### src/rtl/apb4_slave_regbank_if.sv
// APB4 completer-side signal bundle for the register bank; the requester drives
// select/enable/address/data/strobes, the completer returns read data, ready and error.
interface apb4_slave_regbank_if #(
  parameter int ADDR_WIDTH = 8,
  parameter int DATA_WIDTH = 32
);
  logic                      psel;
  logic                      penable;
  logic                      pwrite;
  logic [ADDR_WIDTH-1:0]     paddr;
  logic [DATA_WIDTH-1:0]     pwdata;
  logic [DATA_WIDTH/8-1:0]   pstrb;
  logic [DATA_WIDTH-1:0]     prdata;
  logic                      pready;
  logic                      pslverr;

  modport master (
    output psel, penable, pwrite, paddr, pwdata, pstrb,
    input  prdata, pready, pslverr
  );

  modport slave (
    input  psel, penable, pwrite, paddr, pwdata, pstrb,
    output prdata, pready, pslverr
  );
endinterface

### src/rtl/apb4_slave_regbank.sv
// APB4 register bank: RW control words with byte strobes, RO status words, error on bad decode.
// Each transfer takes 2+WAIT_STATES cycles; PREADY stays low for WAIT_STATES access cycles.
module apb4_slave_regbank #(
  parameter int                    ADDR_WIDTH  = 8,
  parameter int                    DATA_WIDTH  = 32,
  parameter int                    NUM_REGS    = 16,
  parameter int                    NUM_RW      = 12,
  parameter int                    WAIT_STATES = 0,
  parameter logic [DATA_WIDTH-1:0] RESET_VALUE = '0
) (
  input  logic                                     PCLK,
  input  logic                                     PRESETn,
  apb4_slave_regbank_if.slave                      apb,
  input  logic [(NUM_REGS-NUM_RW)*DATA_WIDTH-1:0]  status_i,
  output logic [NUM_RW*DATA_WIDTH-1:0]             ctrl_o,
  output logic [NUM_RW-1:0]                        wr_pulse_o
);

  localparam int STRB_W = DATA_WIDTH / 8;
  localparam int LSB    = $clog2(STRB_W);
  localparam int IDX_W  = ADDR_WIDTH - LSB;
  localparam int NUM_RO = NUM_REGS - NUM_RW;
  localparam logic [ADDR_WIDTH-1:0] ALIGN_MASK = ADDR_WIDTH'((1 << LSB) - 1);
  localparam logic [3:0]            WS         = 4'(WAIT_STATES);
  localparam logic [IDX_W:0]        NREGS_I    = (IDX_W+1)'(NUM_REGS);
  localparam logic [IDX_W:0]        NRW_I      = (IDX_W+1)'(NUM_RW);

  typedef enum logic {IDLE, ACCESS} state_t;

  state_t                 state_q, state_d;
  logic [3:0]             cnt_q, cnt_d;
  logic [DATA_WIDTH-1:0]  ctrl_q [NUM_RW];
  logic [NUM_RW-1:0]      wr_pulse_q;
  logic [NUM_RW-1:0]      wr_hit;
  logic [IDX_W:0]         idx;
  logic                   err;
  logic                   wr_en;
  logic [DATA_WIDTH-1:0]  rd_word;

  // Extra top bit keeps the range compares exact even when NUM_REGS fills the address space.
  assign idx = {1'b0, apb.paddr[ADDR_WIDTH-1:LSB]};
  assign err = (|(apb.paddr & ALIGN_MASK)) || (idx >= NREGS_I) ||
               (apb.pwrite && (idx >= NRW_I));

  assign apb.pready  = (state_q == ACCESS) && apb.psel && apb.penable && (cnt_q == WS);
  assign apb.pslverr = apb.pready && err;
  assign wr_en       = apb.pready && apb.pwrite && !err;

  always_ff @(posedge PCLK or negedge PRESETn) begin
    if (!PRESETn) begin
      state_q <= IDLE;
      cnt_q   <= '0;
    end else begin
      state_q <= state_d;
      cnt_q   <= cnt_d;
    end
  end

  always_comb begin
    state_d = state_q;
    cnt_d   = cnt_q;
    case (state_q)
      IDLE: begin
        if (apb.psel && !apb.penable) begin
          state_d = ACCESS;
          cnt_d   = '0;
        end
      end
      ACCESS: begin
        if (!(apb.psel && apb.penable)) begin
          state_d = IDLE;
        end else if (cnt_q == WS) begin
          state_d = IDLE;
        end else begin
          cnt_d = cnt_q + 4'd1;
        end
      end
      default: state_d = IDLE;
    endcase
  end

  always_comb begin
    wr_hit = '0;
    for (int k = 0; k < NUM_RW; k++) begin
      wr_hit[k] = wr_en && (idx == (IDX_W+1)'(k));
    end
  end

  always_ff @(posedge PCLK or negedge PRESETn) begin
    if (!PRESETn) begin
      for (int k = 0; k < NUM_RW; k++) begin
        ctrl_q[k] <= RESET_VALUE;
      end
      wr_pulse_q <= '0;
    end else begin
      for (int k = 0; k < NUM_RW; k++) begin
        if (wr_hit[k]) begin
          for (int b = 0; b < STRB_W; b++) begin
            if (apb.pstrb[b]) begin
              ctrl_q[k][b*8 +: 8] <= apb.pwdata[b*8 +: 8];
            end
          end
        end
      end
      // An all-zero strobe is a legal no-op write and must not announce a change.
      wr_pulse_q <= (|apb.pstrb) ? wr_hit : '0;
    end
  end

  always_comb begin
    rd_word = '0;
    for (int k = 0; k < NUM_RW; k++) begin
      if (idx == (IDX_W+1)'(k)) begin
        rd_word = ctrl_q[k];
      end
    end
    for (int k = 0; k < NUM_RO; k++) begin
      if (idx == (IDX_W+1)'(NUM_RW + k)) begin
        rd_word = status_i[k*DATA_WIDTH +: DATA_WIDTH];
      end
    end
  end

  assign apb.prdata = (apb.pready && !apb.pwrite && !err) ? rd_word : '0;

  for (genvar k = 0; k < NUM_RW; k++) begin : g_ctrl
    assign ctrl_o[k*DATA_WIDTH +: DATA_WIDTH] = ctrl_q[k];
  end

  assign wr_pulse_o = wr_pulse_q;

endmodule

### src/flat_wrapper.sv
// flat-port wrapper written by rule: the top's interface ports become plain ports
module apb4_slave_regbank_flat 
#(
  parameter int                    ADDR_WIDTH  = 8,
  parameter int                    DATA_WIDTH  = 32,
  parameter int                    NUM_REGS    = 16,
  parameter int                    NUM_RW      = 12,
  parameter int                    WAIT_STATES = 0,
  parameter logic [DATA_WIDTH-1:0] RESET_VALUE = '0
)
  (PCLK, PRESETn, status_i, ctrl_o, wr_pulse_o, apb_psel, apb_penable, apb_pwrite, apb_paddr, apb_pwdata, apb_pstrb, apb_prdata, apb_pready, apb_pslverr);
  apb4_slave_regbank_if #(.ADDR_WIDTH(ADDR_WIDTH), .DATA_WIDTH(DATA_WIDTH)) apb_i ();
  input  logic PCLK;
  input  logic PRESETn;
  input  logic [(NUM_REGS-NUM_RW)*DATA_WIDTH-1:0] status_i;
  output logic [NUM_RW*DATA_WIDTH-1:0] ctrl_o;
  output logic [NUM_RW-1:0] wr_pulse_o;
  input wire logic [$bits(apb_i.psel)-1:0] apb_psel;
  input wire logic [$bits(apb_i.penable)-1:0] apb_penable;
  input wire logic [$bits(apb_i.pwrite)-1:0] apb_pwrite;
  input wire logic [$bits(apb_i.paddr)-1:0] apb_paddr;
  input wire logic [$bits(apb_i.pwdata)-1:0] apb_pwdata;
  input wire logic [$bits(apb_i.pstrb)-1:0] apb_pstrb;
  output wire logic [$bits(apb_i.prdata)-1:0] apb_prdata;
  output wire logic [$bits(apb_i.pready)-1:0] apb_pready;
  output wire logic [$bits(apb_i.pslverr)-1:0] apb_pslverr;
  assign apb_i.psel = apb_psel;
  assign apb_i.penable = apb_penable;
  assign apb_i.pwrite = apb_pwrite;
  assign apb_i.paddr = apb_paddr;
  assign apb_i.pwdata = apb_pwdata;
  assign apb_i.pstrb = apb_pstrb;
  assign apb_prdata = apb_i.prdata;
  assign apb_pready = apb_i.pready;
  assign apb_pslverr = apb_i.pslverr;
  apb4_slave_regbank #(.ADDR_WIDTH(ADDR_WIDTH), .DATA_WIDTH(DATA_WIDTH), .NUM_REGS(NUM_REGS), .NUM_RW(NUM_RW), .WAIT_STATES(WAIT_STATES), .RESET_VALUE(RESET_VALUE)) u_core (.PCLK(PCLK), .PRESETn(PRESETn), .apb(apb_i), .status_i(status_i), .ctrl_o(ctrl_o), .wr_pulse_o(wr_pulse_o));
endmodule
### config.mk
export PLATFORM = sky130hd
export DESIGN_NAME = apb4_slave_regbank_flat
export DESIGN_NICKNAME = d
export VERILOG_FILES = /design/src/rtl/apb4_slave_regbank_if.sv /design/src/rtl/apb4_slave_regbank.sv /design/src/flat_wrapper.sv
export SDC_FILE = /design/constraint.sdc
export NUM_CORES = 1
export LEC_CHECK = 0
export CAP_MARGIN = 10
export CORE_MARGIN = 8
export CORE_UTILIZATION = 30
export DETAILED_ROUTE_END_ITERATION = 10
export GPL_TIMING_DRIVEN = 0
export PLACE_DENSITY = 0.55
export SYNTH_ARGS = -nofsm -noshare
export SYNTH_HDL_FRONTEND = slang
export SYNTH_SLANG_ARGS = --single-unit
### constraint.sdc
create_clock -name PCLK -period 6.05 [get_ports PCLK]
set_input_delay 1.21 -clock PCLK [delete_from_list [all_inputs] [get_ports PCLK]]
set_output_delay 1.21 -clock PCLK [all_outputs]
set_load 0.005 [all_outputs]
# Word level (Yosys, flattened, before mapping)
# Index checks and enable logic that the tools add are counted.
dict set report totals {
  reg_bits 401
  input_bits 177
  out_inout_bits 430
}
dict set report classes {
  n_addsub 1
  n_lt_le_gt_ge 2
  n_eq_ne 18
  muxes 26
  n_bitwise 1
  n_reduce_logical 81
}
# operator n
set op_table {}
lappend op_table {{32-bit 2-to-1 mux} 17}
lappend op_table {{2-bit AND reduction} 48}
lappend op_table {{6-bit by 4-bit == test with 1-bit output (second input constant)} 8}
lappend op_table {{6-bit by 3-bit == test with 1-bit output (second input constant)} 4}
lappend op_table {{1-bit logical AND} 23}
lappend op_table {{6-bit by 2-bit == test with 1-bit output (second input constant)} 2}
lappend op_table {{12-bit 2-to-1 mux} 1}
lappend op_table {{4-bit 2-to-1 mux} 3}
lappend op_table {{4-bit one-hot mux with 2 select lines} 1}
lappend op_table {{7-bit zero test} 1}
lappend op_table {{6-bit by 1-bit == test with 1-bit output (second input constant)} 1}
lappend op_table {{6-bit by 4-bit >= comparator with 1-bit output (second input constant)} 1}
lappend op_table {{6-bit by 5-bit >= comparator with 1-bit output (second input constant)} 1}
lappend op_table {{4-bit by 1-bit adder with 4-bit output (second input constant)} 1}
lappend op_table {{4-bit zero test} 1}
lappend op_table {{2-bit != test (second input constant)} 2}
lappend op_table {{4-bit OR reduction} 1}
lappend op_table {{1-bit zero test} 3}
lappend op_table {{1-bit 2-to-1 mux} 3}
lappend op_table {{3-bit AND reduction} 1}
lappend op_table {{1-bit logical OR} 2}
lappend op_table {{2-bit by 1-bit != test with 1-bit output (second input constant)} 1}
lappend op_table {{1-bit one-hot mux with 2 select lines} 1}
lappend op_table {{2-bit OR reduction} 1}
lappend op_table {{1-bit NOT} 1}

# Depth between registers and ports, before layout
# Gate-level depths: netlist (run 1).
dict set report depth {
  word_depth 18
  ltp_mapped 10
}

# Worst setup path after synthesis (run 1)
# No wires, ideal clock.
dict set report synth_path {
  kind {input-to-output}
  start {in apb_paddr[6]}
  end {out apb_prdata[22]}
  arrival_ps 2828
  required_time_ps 4840
  path_slack_ps 2012
  cell_stages 9
  path_buffers 3
  path_cell_list {buf_2 -> or4_1 -> buf_2 -> nor2_8 -> buf_4 -> a22oi_1 -> a31oi_1 -> o221ai_1 -> a21oi_1}
}
dict set report synth_via {
  elab_chain_len 18
  word_cells_on_any_way 40
  cone_classes {order compare (2); eq/ne (15); mux (17); reduce/logical (6)}
}
# element line
set synth_rtl {}
lappend synth_rtl {{from (decl)} flat_wrapper.sv:21} ;# input wire logic [$bits(apb_i.paddr)-1:0] apb_paddr;
lappend synth_rtl {{7-bit zero test} apb4_slave_regbank.sv:113} ;# if (idx == (IDX_W+1)'(k)) begin
lappend synth_rtl {{32-bit 2-to-1 mux (12 in series)} apb4_slave_regbank.sv:113}
lappend synth_rtl {{32-bit 2-to-1 mux (4 in series)} apb4_slave_regbank.sv:118} ;# if (idx == (IDX_W+1)'(NUM_RW + k)) begin
lappend synth_rtl {{32-bit 2-to-1 mux *} apb4_slave_regbank.sv:124} ;# assign apb.prdata = (apb.pready && !apb.pwrite && !err) ? rd_word : '0;
lappend synth_rtl {{to (decl)} flat_wrapper.sv:24} ;# output wire logic [$bits(apb_i.prdata)-1:0] apb_prdata;
# Every way passes the cells marked *; elsewhere a longest branch is shown, timed or not.

# Final worst setup path (run 1)
dict set report layout_path {
  start {in apb_paddr[3]}
  end {out apb_prdata[18]}
}
# The elaborated chain is that of the path after synthesis.

==> results of run 1 <==
through the flow:
| stage | worst slack [ns] | total power, mW |
|---|---|---|
| after CTS | -0.0768 | 6.07 |
| final | 0.0368 | 6.02 |
| after global placement | -14.18 | 3.19 |
| after detailed placement | -0.831 | 3.20 |
| after global routing | -0.00486 | 6.22 |
| after floorplan | 2.01 | 2.89 |
final cells by class:
type	count	area [sq um]	area share (%)
tap	855	1070	3.78
buffer	115	601	2.12
antenna	5	12.5	0.0442
inverter	6	22.5	0.0796
clock inverter	17	131	0.464
multi-input combinational	989	8750	30.9
sequential	401	10000	35.5
clock buffer	68	1420	5.01
timing repair buffer	615	6240	22.1
layout by cell type, fill, tap and decap left out, types with 6 or more instances in the layout:
cell             netlist  layout
nor2_1                38      35
a22oi_1               38      38
mux2_2               388     388
o221a_2                6       6
clkinv_2               0       9
dfrtp_1              401     401
o2bb2ai_1             22      22
nor2b_1                6       6
a31oi_1               28      26
inv_1                  6       6
buf_2                 28      22
nand2_1               66      66
clkbuf_2               0      15
nand2_2               44      44
a21oi_1               61      60
and2_1                25      25
mux2i_1                9       9
nor2_2                 7       7
nor3_1                13      12
clkbuf_16              0      49
o21ai_0               63      63
a221oi_1              30      30
mux4_2                25      25
o221ai_1              29      29
buf_6                  6       6
clkdlybuf4s50_1        0     602
clkbuf_8               0      12
buf_4                  8      20
clkbuf_1              70      58
a221o_1               20      20
critical path, stage by stage:
cell	delay (ns)
clkdlybuf4s50_1	0.53
clkbuf_4	0.33
buf_4	0.39
buf_4	0.35
mux4_2	0.36
a222oi_1	0.58
o2111ai_1	0.20
nand2_1	0.17
a21oi_1	0.17
clkdlybuf4s50_1	0.49
worst min path at each step:
| stage | from | endpoint | slack (ns) | cells past startpoint |
|---|---|---|---|---|
| 2_1_floorplan | u_core.ctrl_o[79]$_DFFE_PN0P_ | u_core.ctrl_o[79]$_DFFE_PN0P_ | 0.51 | 1 |
| 4_1_cts | PRESETn | u_core.ctrl_o[10]$_DFFE_PN0P_ | 0.37 | 1 |
| 6_report | PRESETn | u_core.ctrl_o[10]$_DFFE_PN0P_ | 0.41 | 1 |
| 3_3_place_gp | u_core.ctrl_o[48]$_DFFE_PN0P_ | u_core.ctrl_o[48]$_DFFE_PN0P_ | 0.50 | 1 |
| 3_5_place_dp | u_core.ctrl_o[367]$_DFFE_PN0P_ | u_core.ctrl_o[367]$_DFFE_PN0P_ | 0.52 | 1 |
| 5_1_grt | PRESETn | u_core.ctrl_o[10]$_DFFE_PN0P_ | 0.38 | 1 |
report_power, final:
| part | internal, mW | leakage (nW) | switching [mW] |
|---|---|---|---|
| clock | 1.67 | 0.762 | 1.19 |
| sequential | 2.69 | 5.60 | 0.0129 |
| combinational | 0.179 | 6.08 | 0.274 |
registers in the layout, summed over array words and instances, names as in the netlist:
| name | flops |
|---|---|
| u_core.ctrl_o | 384 |
| u_core.wr_pulse_o | 12 |
| u_core.state_q | 1 |
| u_core.cnt_q | 4 |
layer usage:
metal	up-vias	track usage (%)	share of wire (%)
met3	157	6.73	6.9
met2	787	44.0	47
li1	7066	-	-
met5	-	0	0.035
met4	6	9.07	3.6
met1	8972	36.8	43
timing repair:
item,CTS,global route
resized for setup,43,23
cloned,0,0
endpoints found under the setup margin,32,16
hold buffers,0,0
setup buffers,7,0
pin swaps,3,1
endpoints found under the hold margin,0,0
cell families after synthesis:
| kind of cell | after synthesis |
|---|---|
| mux | 427 |
| flops | 401 |
| compound gates | 323 |
| simple gates | 237 |
| buf+inv | 122 |
| fa+ha+maj | 2 |
==> metrics.txt, run 1 <==
root buffer cell clkbuf_16; Synth cell types 59; critical path peak fanout 10; routed via count 16988; Hold Vio Cnt, Final 0; Core Region 0.0640 sq mm; initial detailed-routing violation count 1452; Remaining Overflow, GRT 0; XOR/XNOR Fraction of Synth Area 0%; crit path launch type input port; CP startpoint apb_paddr[3]; final net count 2355; simple-gate share of the synthesized area 6.63%; IO Pins 607; GP Congestion 0.955; drt drc 0; Crit Path Class in2out; Worst Max-Slew Pin Slew 1.18 ns; first-pass GRT wire length 145000 um; depth of the CTS H-tree 2; GR Util All Layers 27.7%; Via density 5.53; RSZ-0062 raised after global routing true; PwrDens 213 mW/mm^2; post-synthesis instance total 1512; Reg2Reg Setup Slack 2.69 ns; Synth top area share 52.1%; WHS 0.408 ns; worst vdd ir 198 uV; mapped cell area 0.0193 sq mm; final instance area 0.0283 sq mm; required time of the critical path 4.84 ns; Post-synth ARST share 100%; Synth top cells by count dfrtp_1 (401), mux2_2 (388), clkbuf_1 (70); CTS Buffer Depth 3; DRT Wirelength 105000 um; CTS sink count 401; die height 269 um; First-pass DRT Iterations 5; initial core utilization 30.1%; Synth warnings 0; adder-cell share of the synthesized area 0.130%; most frequent cell after synthesis dfrtp_1; Clk pin slew, worst setup/hold paths 0.05 ns; outcome completed; TritonCTS clock tree built; Layout area overhead 46.8%; reg2reg end u_core.ctrl_o[39]$_DFFE_PN0P_; Die W 269 um; Final ANT Viol Nets 0; R2R cell count 9; Slew Limit Fails 0; Worst setup EP type output pin; port bufs 603; initial antenna violation count 14; clk_skew 0.0172 ns; Tmin final 6.01 ns; crit path capture apb_prdata[18]; DP Cell Count 2975; Max-Cap Viols 0; Non-Filler Instances 3071; row cnt 93; Post-Syn Area per Cell 12.7 sq um; synthesized flop and latch total 401; Synth area leaders dfrtp_1 (52%), mux2_2 (23%), mux4_2 (2.9%); Leakage 12.4 nW; Inserted Clock Buffers 48; Synth Area in Compound Gates 11.9%; share of layout cells above drive strength 1 29.1%; largest family of logic cells by synthesized area multiplexers; Final setup viols 0; cell taking the most area after synthesis dfrtp_1; FF-to-FF Start u_core.cnt_q[0]$_DFFE_PN0P_; fmax 0.166 GHz; Routed WL per cell 34.0 um; Post-Route Utilization 44.2%; top_reg_cell synth dfrtp_1; net count after synthesis 1691; Die Area 0.0726 sq mm; fillers 6036; part of the cycle the worst path needs 99.4%; mux share of post-synthesis cell area 26.4%; Critical Path AT 4.80 ns; Seq/Total Area, Yosys 52.1%; setup TNS 0 ns; Worst slew margin 21.4%; Clk Latency, worst-skew pair 0.58 ns; largest net degree at the start of global routing 117; type of the tightest min-delay check in2async; DP Wirelength 79300 um; number of global-route vias before repair 17438; Post-synth EDFFs 0; DP Area 0.0265 sq mm
(Power assumes the default switching activity.)
==> run 2, diff against run 1 <==
CORE_AREA = 8 8 228 230   (was default)
CORE_MARGIN = default   (was 8)
CORE_UTILIZATION = default   (was 30)
DIE_AREA = 0 0 236 238   (was default)
PLACE_DENSITY = 0.69   (was 0.55)
==> metrics.txt, run 2 (synthesis results as in run 1) <==
register area 0.0100 sq mm; Worst Max-Slew Pin Slew 1.15 ns; initial core utilization 39.9%; outcome completed; Tot Pwr 6.06 mW; CTS Buffer Depth 3; row cnt 81; Final setup viols 0; Internal 4.61 mW; Slew Limit Fails 0; Crit Path Class in2out; Via density 6.08; drt drc 0; crit path launch type input port; worst vdd ir 213 uV; Core Region 0.0483 sq mm; TritonCTS clock tree built; Die Area 0.0562 sq mm; FF-to-FF Start u_core.cnt_q[0]$_DFFE_PN0P_; critical path peak fanout 10; port bufs 603; GP Congestion 0.955; clock network power share 48.1%; clk_skew 0.0108 ns; Psw 1.45 mW; part of the cycle the worst path needs 99.8%; GR Util All Layers 33.9%; largest net degree at the start of global routing 106; most common cell after layout, fill and taps aside clkdlybuf4s50_1; Final ANT Viol Nets 0; number of global-route vias before repair 17194; initial antenna violation count 9; initial detailed-routing violation count 1724; hold_buf cts 0; Critical Path AT 4.83 ns; Leakage 12.4 nW; area of the multi-input gates 0.00874 sq mm; routed via count 17197; Die W 236 um; Tmin final 6.04 ns; First-pass DRT Iterations 7; Clk pin slew, worst setup/hold paths 0.06 ns; Remaining Overflow, GRT 0; first-pass GRT wire length 137000 um; Worst Hold Path Cells 1; Seq pwr share 44.7%; Post-Route Utilization 57.7%; Max-Cap Viols 0; required time of the critical path 4.84 ns; Hold Vio Cnt, Final 0; Inserted Clock Buffers 46; root buffer cell clkbuf_16; PwrDens 217 mW/mm^2; CTS sink count 401; Clk Latency, worst-skew pair 0.58 ns; fmax 0.166 GHz; IO Pins 607; Reg2Reg Setup Slack 2.82 ns; fillers 4011; Worst setup EP type output pin; Hold Path End u_core.ctrl_o[336]$_DFFE_PN0P_; RSZ-0062 raised after global routing false; Worst slew margin 23.6%; R2R cell count 9; share of layout cells above drive strength 1 28.6%; Hold Crit Start u_core.ctrl_o[336]$_DFFE_PN0P_; most frequent cells in the layout clkdlybuf4s50_1 (602), dfrtp_1 (401), mux2_2 (388), nand2_1 (66), o21ai_0 (63); Comb pwr share 7.3%; Layout area overhead 44.7%; type of the tightest min-delay check reg2reg; Switching Fraction 23.9%; die height 238 um; reg2reg end u_core.ctrl_o[48]$_DFFE_PN0P_; DP Wirelength 75400 um; depth of the CTS H-tree 2; number of flip-flops in the largest register 384; final net count 2348; Routed WL per cell 34.9 um; DRT Wirelength 98800 um
## run 2: cell types whose count changed in the layout (fill, tap and decap cells not counted), sizes merged
cell / delta
clkinvlp: -3
clkdlybuf4s18: -1
inv: -1
buf: -4
clkdlybuf4s15: +2
bufinv: +3
clkbuf: -7
## run 2: cell type report
class | instances | share of cell area, %
Antenna cell | 5 | 0.0449
Buffer | 115 | 2.10
Clock buffer | 63 | 4.87
Clock inverter | 16 | 0.713
Inverter | 6 | 0.0808
Multi-Input combinational cell | 989 | 31.3
Sequential cell | 401 | 36.0
Tap cell | 622 | 2.79
Timing Repair Buffer | 610 | 22.1
## run 2: through the flow
stage               setup TNS (ns)  cells  instance area (sq um)  hold slack [ns]  setup slack, ns
floorplan                        0   1512                  19300            0.506             2.01
global placement          -5572.29   2737                  26100            0.498           -13.93
detailed placement           -6.76   2740                  26200            0.510           -0.584
CTS                              0   2820                  27800            0.523          0.00930
global route                     0   2825                  27900            0.548          0.00346
finish                           0   2827                  27900            0.529           0.0137
## run 2: metal layers
layer  GRT usage, %  wire [um]
met1           43.5      39600
met2           52.6      45500
met5           1.04        132
met3           9.94       8800
met4           15.4       4680
## run 2: power by group through the flow
stage	logic, mW	clock network (mW)	registers [mW]
floorplan	0.141	0	2.75
global placement	0.419	0	2.76
detailed placement	0.429	0	2.75
CTS	0.432	2.92	2.71
global route	0.468	3.03	2.71
finish	0.439	2.91	2.71
## run 2: worst max-delay path by stage
stage                                           to    startpoint  slack (ns)
detailed placement                  apb_prdata[13]  apb_paddr[4]       -0.58
floorplan                           apb_prdata[22]  apb_paddr[6]        2.01
global route                        apb_prdata[13]  apb_paddr[3]       0.003
CTS                                 apb_prdata[18]  apb_paddr[3]       0.009
global placement    u_core.ctrl_o[181]$_DFFE_PN0P_       PRESETn      -13.93
finish                              apb_prdata[22]  apb_paddr[4]        0.01
## run 2: timing repair
item | 4_1_cts | 5_1_grt
setup endpoints to repair | 31 | 18
gates resized for setup | 25 | 23
buffers inserted | 2 | 2
pin swaps | 1 | 1
## run 2: critical path, cell delays in order
cell and delay [ns]:
clkdlybuf4s50_1 0.52, buf_2 0.28, nor4_4 0.59, clkbuf_2 0.52
a221oi_1 0.18, a31oi_1 0.37, o221ai_1 0.18, a21oi_1 0.36
clkdlybuf4s50_1 0.59
==> run 3, diff against run 2 <==
SLEW_MARGIN = 20   (was default)
==> metrics.txt, run 3 (synthesis results as in run 1) <==
outcome finished with violations; failing checks negative setup slack; DP Worst Slack -0.583 ns; Worst setup EP type output pin; CTS sink count 401; Routed WL per cell 34.9 um; Leakage 12.4 nW; most frequent cells in the layout clkdlybuf4s50_1 (602), dfrtp_1 (401), mux2_2 (388), nand2_1 (66), clkbuf_1 (64); Tot Pwr 5.99 mW; setup slack after layout -0.0350 ns; Worst slew margin 20.9%; GR Util All Layers 33.8%; initial antenna violation count 7; die height 238 um; row cnt 81; drt drc 0; First-pass DRT Iterations 5; routed via count 17162; PwrDens 215 mW/mm^2; setup TNS -0.0407 ns; first-pass GRT wire length 137000 um; Clk pin slew, worst setup/hold paths 0.06 ns; CP Cell Sequence clkdlybuf4s50_1 > buf_2 > nand4bb_1 > nor3_2 > buf_4 > a22oi_1 > nand4_1 > o211ai_1 > a31oi_1 > clkdlybuf4s50_1; final net count 2347; Final setup viols 2; type of the tightest min-delay check reg2reg; part of the cycle the worst path needs 101%; Non-Filler Instances 2829; worst path bufs/invs 4; Inserted Clock Buffers 46; number of flip-flops in the largest register 384; Crit Path Class in2out; hold_buf cts 0; Core Region 0.0483 sq mm; DP Wirelength 75700 um; Slew Limit Fails 0; critical path peak fanout 10; RSZ-0062 raised after global routing true; GP Congestion 0.955; Layout area overhead 44.5%; register area 0.0100 sq mm; initial core utilization 39.9%; fmax 0.164 GHz; Via density 6.07; family with the most delay on the worst path buffers and inverters; IO Pins 607; fillers 4098; area of the multi-input gates 0.00871 sq mm; TritonCTS clock tree built; Die W 236 um; Die Area 0.0562 sq mm; root buffer cell clkbuf_16; share of layout cells above drive strength 1 28.4%; DP Cell Count 2741; initial detailed-routing violation count 1714; number of global-route vias before repair 17236; worst vdd ir 191 uV; Worst Max-Slew Pin Slew 1.18 ns; required time of the critical path 4.84 ns; largest net degree at the start of global routing 99; Remaining Overflow, GRT 0; depth of the CTS H-tree 2; CTS Buffer Depth 3; clk_skew 0.0201 ns; Clk Latency, worst-skew pair 0.58 ns; crit path launch type input port; most common cell after layout, fill and taps aside clkdlybuf4s50_1; Tmin final 6.09 ns; Max-Cap Viols 0; Critical Path AT 4.88 ns; Final ANT Viol Nets 0; DRT Wirelength 98600 um; port bufs 603; max incr delay on CP 0.64 ns; CP max-delay cell clkdlybuf4s50_1; Hold Vio Cnt, Final 0; Most Frequent Cell on Critical Path clkdlybuf4s50_1
==> run 3: final timing paths <==
path                       depth (start not counted)                      startpoint  slack, ns                        endpoint
hold / removal                                     1  u_core.ctrl_o[338]$_DFFE_PN0P_       0.53  u_core.ctrl_o[338]$_DFFE_PN0P_
setup / recovery                                  10                    apb_paddr[3]      -0.04                  apb_prdata[11]
hold reg to reg                                    1  u_core.ctrl_o[338]$_DFFE_PN0P_       0.53  u_core.ctrl_o[338]$_DFFE_PN0P_
setup reg to reg                                   9     u_core.cnt_q[0]$_DFFE_PN0P_       2.86   u_core.ctrl_o[49]$_DFFE_PN0P_
max in group asynchronous                          3                         PRESETn       4.14   u_core.ctrl_o[53]$_DFFE_PN0P_
min in group asynchronous                          1                         PRESETn       0.64  u_core.ctrl_o[110]$_DFFE_PN0P_
==> run 3: area by class of cell <==
| class | instances | share of cell area (%) |
|---|---|---|
| Antenna cell | 3 | 0.0270 |
| Tap cell | 622 | 2.80 |
| Timing Repair Buffer | 609 | 22.1 |
| Inverter | 6 | 0.0809 |
| Clock buffer | 66 | 4.92 |
| Clock inverter | 18 | 0.589 |
| Buffer | 115 | 2.12 |
| Multi-Input combinational cell | 989 | 31.3 |
| Sequential cell | 401 | 36.0 |
==> run 3: metrics by stage <==
step	hold slack, ns	area [sq um]	utilization [%]
6_report	0.531	27800	57.6
5_1_grt	0.544	27800	57.6
4_1_cts	0.524	27800	57.6
3_5_place_dp	0.510	26200	54.2
3_3_place_gp	0.498	26100	54.0
2_1_floorplan	0.506	19300	-
==> run 3: power breakdown <==
part | leakage [nW] | switching [mW] | internal [mW]
registers | 5.60 | 0.0124 | 2.69
clock network | 0.751 | 1.18 | 1.67
logic | 6.01 | 0.263 | 0.177
==> run 3: layer usage <==
metal / track usage (%) / share of wire, % / up-vias
met5: 0 / 0.023 / -
met4: 14.6 / 4.6 / 4
met3: 9.17 / 9.0 / 211
met2: 53.3 / 46 / 1053
met1: 43.7 / 40 / 8846
li1: - / - / 7048
==> run 3: repair_timing <==
item	in CTS	in global routing
buffers inserted	2	0
endpoints found under the hold margin	0	0
setup endpoints to repair	29	15
pin swaps	1	0
resized for setup	23	19
